[src/rtl/lsu_pkg.sv]
// Shared definitions for the load/store unit: access size encodings,
// FSM state type and the alignment rule.
package lsu_pkg;

  localparam logic [1:0] SZ_BYTE = 2'b00;
  localparam logic [1:0] SZ_HALF = 2'b01;
  localparam logic [1:0] SZ_WORD = 2'b10;

  typedef enum logic [1:0] {
    IDLE  = 2'b00,
    READ  = 2'b01,
    WRITE = 2'b10,
    DONE  = 2'b11
  } lsu_state_e;

  // Reserved size 2'b11 behaves as a word access.
  function automatic logic is_misaligned(input logic [1:0] size, input logic [1:0] offset);
    case (size)
      SZ_BYTE: is_misaligned = 1'b0;
      SZ_HALF: is_misaligned = offset[0];
      default: is_misaligned = (offset != 2'b00);
    endcase
  endfunction

  function automatic logic is_subword(input logic [1:0] size);
    is_subword = (size == SZ_BYTE) || (size == SZ_HALF);
  endfunction

endpackage

[src/rtl/lsu_lane_align.sv]
// Combinational lane logic: extracts and extends load data from a memory
// word, and merges store data into the addressed lane(s) of an old word.
module lsu_lane_align
  import lsu_pkg::*;
(
  input  logic [1:0]  size,
  input  logic        is_unsigned,
  input  logic [1:0]  offset,
  input  logic [31:0] rword,
  input  logic [31:0] old_word,
  input  logic [31:0] wdata,
  output logic [31:0] load_data,
  output logic [31:0] merged
);

  logic [7:0]  byte_sel;
  logic [15:0] half_sel;

  always_comb begin
    byte_sel  = rword[{offset, 3'b000} +: 8];
    half_sel  = offset[1] ? rword[31:16] : rword[15:0];
    load_data = rword;
    case (size)
      SZ_BYTE: load_data = is_unsigned ? {24'h0, byte_sel} : {{24{byte_sel[7]}}, byte_sel};
      SZ_HALF: load_data = is_unsigned ? {16'h0, half_sel} : {{16{half_sel[15]}}, half_sel};
      default: load_data = rword;
    endcase
  end

  // Only the addressed lane(s) of the old word are replaced; word stores pass through.
  always_comb begin
    merged = old_word;
    case (size)
      SZ_BYTE: merged[{offset, 3'b000} +: 8] = wdata[7:0];
      SZ_HALF: begin
        if (offset[1]) merged[31:16] = wdata[15:0];
        else           merged[15:0]  = wdata[15:0];
      end
      default: merged = wdata;
    endcase
  end

endmodule

[src/rtl/load_store_unit.sv]
// Load/store unit: one request at a time against a combinational-read,
// word-wide memory; sub-word stores use read-modify-write.
module load_store_unit
  import lsu_pkg::*;
(
  input  logic        clk_i,
  input  logic        rst_n_i,
  input  logic        req_i,
  input  logic        we_i,
  input  logic [1:0]  size_i,
  input  logic        unsigned_i,
  input  logic [31:0] addr_i,
  input  logic [31:0] wdata_i,
  output logic        ready_o,
  output logic        done_o,
  output logic [31:0] rdata_o,
  output logic        misalign_o,
  output logic [31:0] mem_addr_o,
  output logic        mem_read_o,
  output logic        mem_write_o,
  output logic [31:0] mem_wdata_o,
  input  logic [31:0] mem_rdata_i
);

  lsu_state_e  state, next;
  logic        req_we;
  logic [1:0]  req_size;
  logic        req_unsigned;
  logic [31:0] req_addr;
  logic [31:0] req_wdata;
  logic [31:0] old_word;
  logic [31:0] rdata;
  logic        abort;
  logic        accept;
  logic        bad_align;
  logic [31:0] load_data;
  logic [31:0] merged;

  assign accept    = (state == IDLE) && req_i;
  assign bad_align = is_misaligned(size_i, addr_i[1:0]);

  lsu_lane_align u_align (
    .size        (req_size),
    .is_unsigned (req_unsigned),
    .offset      (req_addr[1:0]),
    .rword       (mem_rdata_i),
    .old_word    (old_word),
    .wdata       (req_wdata),
    .load_data   (load_data),
    .merged      (merged)
  );

  always_comb begin
    next = state;
    case (state)
      IDLE: begin
        if (req_i) begin
          if (bad_align)                     next = DONE;
          else if (!we_i || is_subword(size_i)) next = READ;
          else                               next = WRITE;
        end
      end
      READ:    next = req_we ? WRITE : DONE;
      WRITE:   next = DONE;
      DONE:    next = IDLE;
      default: next = IDLE;
    endcase
  end

  always_ff @(posedge clk_i or negedge rst_n_i) begin
    if (!rst_n_i) begin
      state        <= IDLE;
      req_we       <= 1'b0;
      req_size     <= SZ_BYTE;
      req_unsigned <= 1'b0;
      req_addr     <= '0;
      req_wdata    <= '0;
      old_word     <= '0;
      rdata        <= '0;
      abort        <= 1'b0;
    end else begin
      state <= next;
      if (accept) begin
        req_we       <= we_i;
        req_size     <= size_i;
        req_unsigned <= unsigned_i;
        req_addr     <= addr_i;
        req_wdata    <= wdata_i;
        abort        <= bad_align;
      end
      // A READ either completes a load or captures the word for a merge.
      if (state == READ) begin
        if (req_we) old_word <= mem_rdata_i;
        else        rdata    <= load_data;
      end
    end
  end

  assign ready_o     = (state == IDLE);
  assign done_o      = (state == DONE);
  assign misalign_o  = (state == DONE) && abort;
  assign rdata_o     = rdata;
  assign mem_addr_o  = {req_addr[31:2], 2'b00};
  assign mem_read_o  = (state == READ);
  assign mem_write_o = (state == WRITE);
  assign mem_wdata_o = (state == WRITE) ? merged : 32'h0;

endmodule

[config.mk]
export PLATFORM = sky130hd
export DESIGN_NAME = load_store_unit
export DESIGN_NICKNAME = d
export VERILOG_FILES = /design/src/rtl/lsu_pkg.sv /design/src/rtl/lsu_lane_align.sv /design/src/rtl/load_store_unit.sv
export SDC_FILE = /design/constraint.sdc
export NUM_CORES = 1
export LEC_CHECK = 0
export ABC_AREA = 1
export BUFFER_PORTS_ARGS = -buffer_cell sky130_fd_sc_hd__buf_2
export CORE_UTILIZATION = 30
export CTS_BUF_LIST = sky130_fd_sc_hd__clkbuf_16
export DETAILED_ROUTE_END_ITERATION = 12
export PLACE_DENSITY = 0.53
export REMOVE_ABC_BUFFERS = 1
export SKIP_LAST_GASP = 1
export SYNTH_ARGS = -nofsm -noshare
export SYNTH_HDL_FRONTEND = slang
export SYNTH_SLANG_ARGS = --single-unit
export TNS_END_PERCENT = 50
[constraint.sdc]
create_clock -name clk_i -period 2.1 [get_ports clk_i]
set_input_delay 0.42 -clock clk_i [delete_from_list [all_inputs] [get_ports clk_i]]
set_output_delay 0.42 -clock clk_i [all_outputs]
set_load 0.01 [all_outputs]
======== Word-level counts from Yosys, hierarchy flattened ========
Index checks and enable logic that the tools add are counted.
storage, ports and cells
  input port bits ......................... 103
  register bits ........................... 135
  word-level logic and storage cells ...... 46
  output and inout port bits .............. 101
operators by class
  bitwise logic cells ..................... 1
  multiplexer cells ....................... 15
  eq/ne operators ......................... 6
  $add $sub $neg .......................... 1
  reductions and logical operators ........ 11
  shifts and indexed selects .............. 3
operator list
  kind                                                                    number
  32-bit case mux with 2 select lines                                     2
  32-bit 2-to-1 mux                                                       3
  16-bit 2-to-1 mux                                                       3
  32-bit bitwise mux                                                      1
  8-bit by 7-bit variable shift with 32-bit output, first input constant  1
  32-bit by 6-bit variable part select with 8-bit output                  1
  8-bit by 7-bit variable part select with 32-bit output                  1
  2-bit case mux with 4 select lines                                      1
  5-bit negation with 7-bit output                                        1
  2-bit by 1-bit equality test with 1-bit output, second input constant   3
  2-bit logical NOT                                                       3
  2-bit 2-to-1 mux                                                        3
  2-bit equality test, second input constant                              2
  2-bit AND reduction                                                     2
  1-bit logical AND                                                       2
  1-bit logical OR                                                        2
  2-bit != test, second input constant                                    1
  1-bit case mux with 2 select lines                                      1
  2-bit nonzero test                                                      1
  1-bit logical NOT                                                       1
  1-bit 2-to-1 mux                                                        1
  1-bit NOT                                                               1

======== Logic depth before layout (Yosys ltp) ========
  depth after elaboration ................. 7
  mapped depth ............................ 11

======== Cells and area by module ========
A second synthesis with hierarchy kept.
second synthesis, totals
  cell total of the unflattened synthesis .. 1110
  area, all modules ....................... 7703.6 µm²
by module, submodules not included
  module           seq. area each (µm²)  cells an instance  times used  area an instance (µm²)
  load_store_unit  3378.2                700                1           5794.3
  lsu_lane_align   0.0                   410                1           1909.3

======== Worst setup path before layout ========
Ideal clock, no wire load.
  path type ............................... flip-flop to output port
  start point ............................. register req_addr[1]
  end point ............................... output port mem_wdata_o[10]
  path buffers ............................ 3
  slack ................................... -287 ps
  data arrival time ....................... 1967 ps
  cell stages (with the launch flop) ...... 12
  cells stage by stage .................... dfrtp_1 -> buf_4 -> inv_1 -> buf_4 -> buf_2 -> ha_1 -> inv_1 -> nor2_2 -> nand2_1 -> o22ai_1 -> nand2_1 -> a21oi_1
on the way
  longest elaborated chain between the ends .. 5
  elaborated cells between the ends (all ways) .. 7
RTL lines
  what                                                                                                                        RTL line                source
  start: declaration                                                                                                          load_store_unit.sv:29   logic [31:0] req_addr;
  start signal: assignment                                                                                                    load_store_unit.sv:87   req_addr <= addr_i;
  5-bit negation with 7-bit output                                                                                            lsu_lane_align.sv:34    SZ_BYTE: merged[{offset, 3'b000} +: 8] = wdata[7:0];
  8-bit by 7-bit variable part select with 32-bit output or 8-bit by 7-bit variable shift with 32-bit output (tied branches)  lsu_lane_align.sv:34
  32-bit bitwise mux                                                                                                          lsu_lane_align.sv:34
  32-bit case mux with 2 select lines *                                                                                       lsu_lane_align.sv:33    case (size)
  32-bit 2-to-1 mux *                                                                                                         load_store_unit.sv:106  assign mem_wdata_o = (state == WRITE) ? merged : 32'h0;
  end: declaration                                                                                                            load_store_unit.sv:21   output logic [31:0] mem_wdata_o,
Every way passes the cells marked *; elsewhere a longest branch is shown, timed or not.

======== Worst setup path after layout ========
  start point ............................. register req_addr[0]
  end point ............................... output port mem_wdata_o[26]
on the way
  longest elaborated chain between the ends .. 5
  elaborated cells between the ends (all ways) .. 6
RTL lines
  what                                                                                                                        RTL line
  5-bit negation with 7-bit output *                                                                                          lsu_lane_align.sv:34
  8-bit by 7-bit variable part select with 32-bit output or 8-bit by 7-bit variable shift with 32-bit output (tied branches)  lsu_lane_align.sv:34
  32-bit bitwise mux *                                                                                                        lsu_lane_align.sv:34
  32-bit case mux with 2 select lines *                                                                                       lsu_lane_align.sv:33
  32-bit 2-to-1 mux *                                                                                                         load_store_unit.sv:106
Marked as above.

==> results.json <==
{
  "timing.fmax_mhz": 410,
  "ant_nets": 0,
  "synthTopCellsByCount": "nand2_1, dfrtp_1, o21ai_0",
  "rr_worst_depth": 7,
  "min_path_cells": 3,
  "antenna_found_initial": 1,
  "clk_path_buf_depth": 2,
  "hold_class": "in2reg",
  "synth_cell_types": 35,
  "num_vias": 6922,
  "regToRegSetupSlack_ns": 0.25,
  "synth_most_common_cell": "nand2_1",
  "ys_top_cells_by_area": "dfrtp_1, nand2_1, o21ai_0",
  "fin_crit_ns": 2.44,
  "postSynth.asyncResetShare_pct": 100,
  "required_ns": 1.68,
  "wirelength_um": 23900,
  "crit_type": "reg2out",
  "setup_slack_ns": -0.340,
  "drv_slew": 0,
  "holdWs_ns": 0.185,
  "pre_cts_ws_ns": -0.0107,
  "grt_first_pass_wirelength_um": 37500,
  "die_x_um": 159,
  "areaGrowthSynthToFinish_pct": 29.5,
  "rsz0062_at_grt": "true",
  "io_buffers": 201,
  "max-vdd-ir-drop_v": 0.000664,
  "grt_max_degree": 65,
  "path_max_fanout": 13,
  "relSlewSlack_pct": 52.0,
  "fp-row-count": 57,
  "clock_skew_ns": 0.00817,
  "overflow": 0,
  "setup_viol": 32,
  "cts_tree": "done",
  "grt_pass1_vias": 6646,
  "status": "finished, violations left",
  "grt_usage_pct": 19.0,
  "setup_tns_ns": -8.59,
  "dr.pass1.iters": 5,
  "cts_root_buf": "clkbuf_16",
  "p_per_area_nw_per_um2": 1700,
  "nets": 1266,
  "place_congestion": 0.845,
  "place_area_um2": 8710,
  "worstPathArrival_ns": 2.02,
  "power.leakage_uw": 0.00495,
  "vias_per_cell": 4.64,
  "placeableCoreArea_um2": 24200,
  "crit_path_end_kind": "output pin",
  "start_util_pct": 30.5,
  "dieArea_um2": 25300,
  "finalCritPeriodShare_pct": 116,
  "drive_above_1_share_pct": 30.4,
  "syn_area_um2": 7400,
  "wl_per_cell_um": 16.0,
  "synthCells": 977,
  "final_core_util_pct": 39.5,
  "clk_latency_ns": 0.42,
  "violations": "setup timing",
  "r2r_end": "rdata_o[26]",
  "min_to": "req_addr[23]",
  "yosys_warnings": 0,
  "numCtsBuffers": 17,
  "synth_flop_cell": "dfrtp_1",
  "synth_largest_area_cell": "dfrtp_1",
  "cp-start-kind": "flip-flop",
  "htreeDepth": 4,
  "die_h_um": 159,
  "tightest_slew_ns": 0.719,
  "drc": 0,
  "cts.sink_count": 135,
  "dp_hpwl_um": 16900,
  "synth_sequential_area_ratio_pct": 45.7,
  "r2r_start": "state[0]",
  "avgSynthCellArea_um2": 7.57,
  "hold_start": "addr_i[23]",
  "synth_edf_count": 0,
  "fin_area_um2": 9590,
  "drtIter0Drc": 514,
  "hold_viol": 0,
  "ys_ff_latch": 135,
  "yosys.area.top_type_share_pct": 45.7,
  "maxCapViolations": 0,
  "io_pins": 204,
  "path_clk_slew_ns": 0.07
}
==> report_power, final <==
group | internal (µW) | leakage (µW) | total, µW | switching (µW)
Sequential | 3890 | 0.00164 | 4690 | 803
Clock | 1970 | 0.000298 | 3190 | 1210
Combinational | 3220 | 0.00302 | 8450 | 5230
Total | 9080 | 0.00495 | 16300 | 7240
==> final cells by class <==
class                           count  area (µm²)
Fill cell                        2586       14700
Multi-Input combinational cell    677        3400
Sequential cell                   135        3380
Timing Repair Buffer              244        1460
Clock buffer                       17         425
Tap cell                          324         405
Inverter                           79         329
Clock inverter                     14         184
Antenna cell                        1        2.50
==> registers in the layout (all words and copies together) (netlist names) <==
name / cells
req_unsigned: 1
abort: 1
req_addr: 32
rdata_o: 32
old_word: 32
req_size: 2
req_wdata: 32
req_we: 1
state: 2
==> how the worst max path moves through the flow <==
| stage | from | endpoint | slack, ns | depth (start not counted) |
|---|---|---|---|---|
| 6_report | req_addr[0] | mem_wdata_o[26] | -0.34 | 7 |
| 5_1_grt | req_addr[0] | mem_wdata_o[18] | -0.43 | 11 |
| 4_1_cts | req_addr[0] | mem_wdata_o[20] | -0.32 | 11 |
| 3_5_place_dp | req_addr[1] | mem_wdata_o[15] | -0.01 | 9 |
| 3_3_place_gp | req_addr[0] | mem_wdata_o[11] | -0.007 | 9 |
| 2_1_floorplan | state[0] | state[1] | -1.32 | 8 |
==> critical path, cell delays in order, from the launching register on <==
cell and delay, ns:
dfrtp_1 0.38, buf_4 0.20, ha_1 0.23, buf_4 0.18
o22ai_2 0.17, nand2_1 0.08, a21oi_2 0.19, buf_2 0.16
==> per-layer routing <==
| layer | vias up | wire [µm] | global-route usage [%] |
|---|---|---|---|
| li1 | 3459 | - | - |
| met1 | 3242 | 11700 | 27.3 |
| met2 | 204 | 10700 | 29.2 |
| met3 | 17 | 1230 | 3.59 |
| met4 | 0 | 281 | 5.03 |
| met5 | - | 0 | 0 |
==> metrics by stage <==
stage | std cells | power [µW]
3_3_place_gp | 1455 | 12500
5_1_grt | 1490 | 17600
3_5_place_dp | 1455 | 12600
4_1_cts | 1489 | 16300
6_report | 1491 | 16300
2_1_floorplan | 891 | 9320
==> logic make-up (layout without fill, tap and decap cells) <==
group                      count (synthesis)  after routing  share of synthesized area [%]
AOI/OAI and AO/OA                        222            222                           16.6
other                                      1              3                         0.0507
buffers and inverters                    166            354                           11.0
adders and majority gates                  9              9                           1.52
DFF                                      135            135                           45.7
and+or+nand+nor                          436            436                           23.9
muxes                                      8              8                           1.22
==> timing repair <==
item / in CTS / in global routing
endpoints found under the setup margin: 32 / 32
pin swaps: 6 / 11
setup buffers: 2 / 1
cloned: 0 / 0
hold buffers: 1 / 0
gates resized for setup: 42 / 18
hold endpoints to repair: 29 / 0
==> layout by cell type, fill, tap and decap left out, types with 8 or more instances in the layout <==
master and instances:
a21oi_2 28, buf_12 8, o22ai_1 9, inv_1 69
dfrtp_1 134, buf_2 200, mux2_2 8, clkbuf_16 17
nor2_1 71, o21ai_0 92, buf_4 29, nand4_1 10
nand3_1 10, a21oi_1 66, a22oi_1 13, nand2_1 325
No activity file was read; power rests on OpenSTA's default activity.
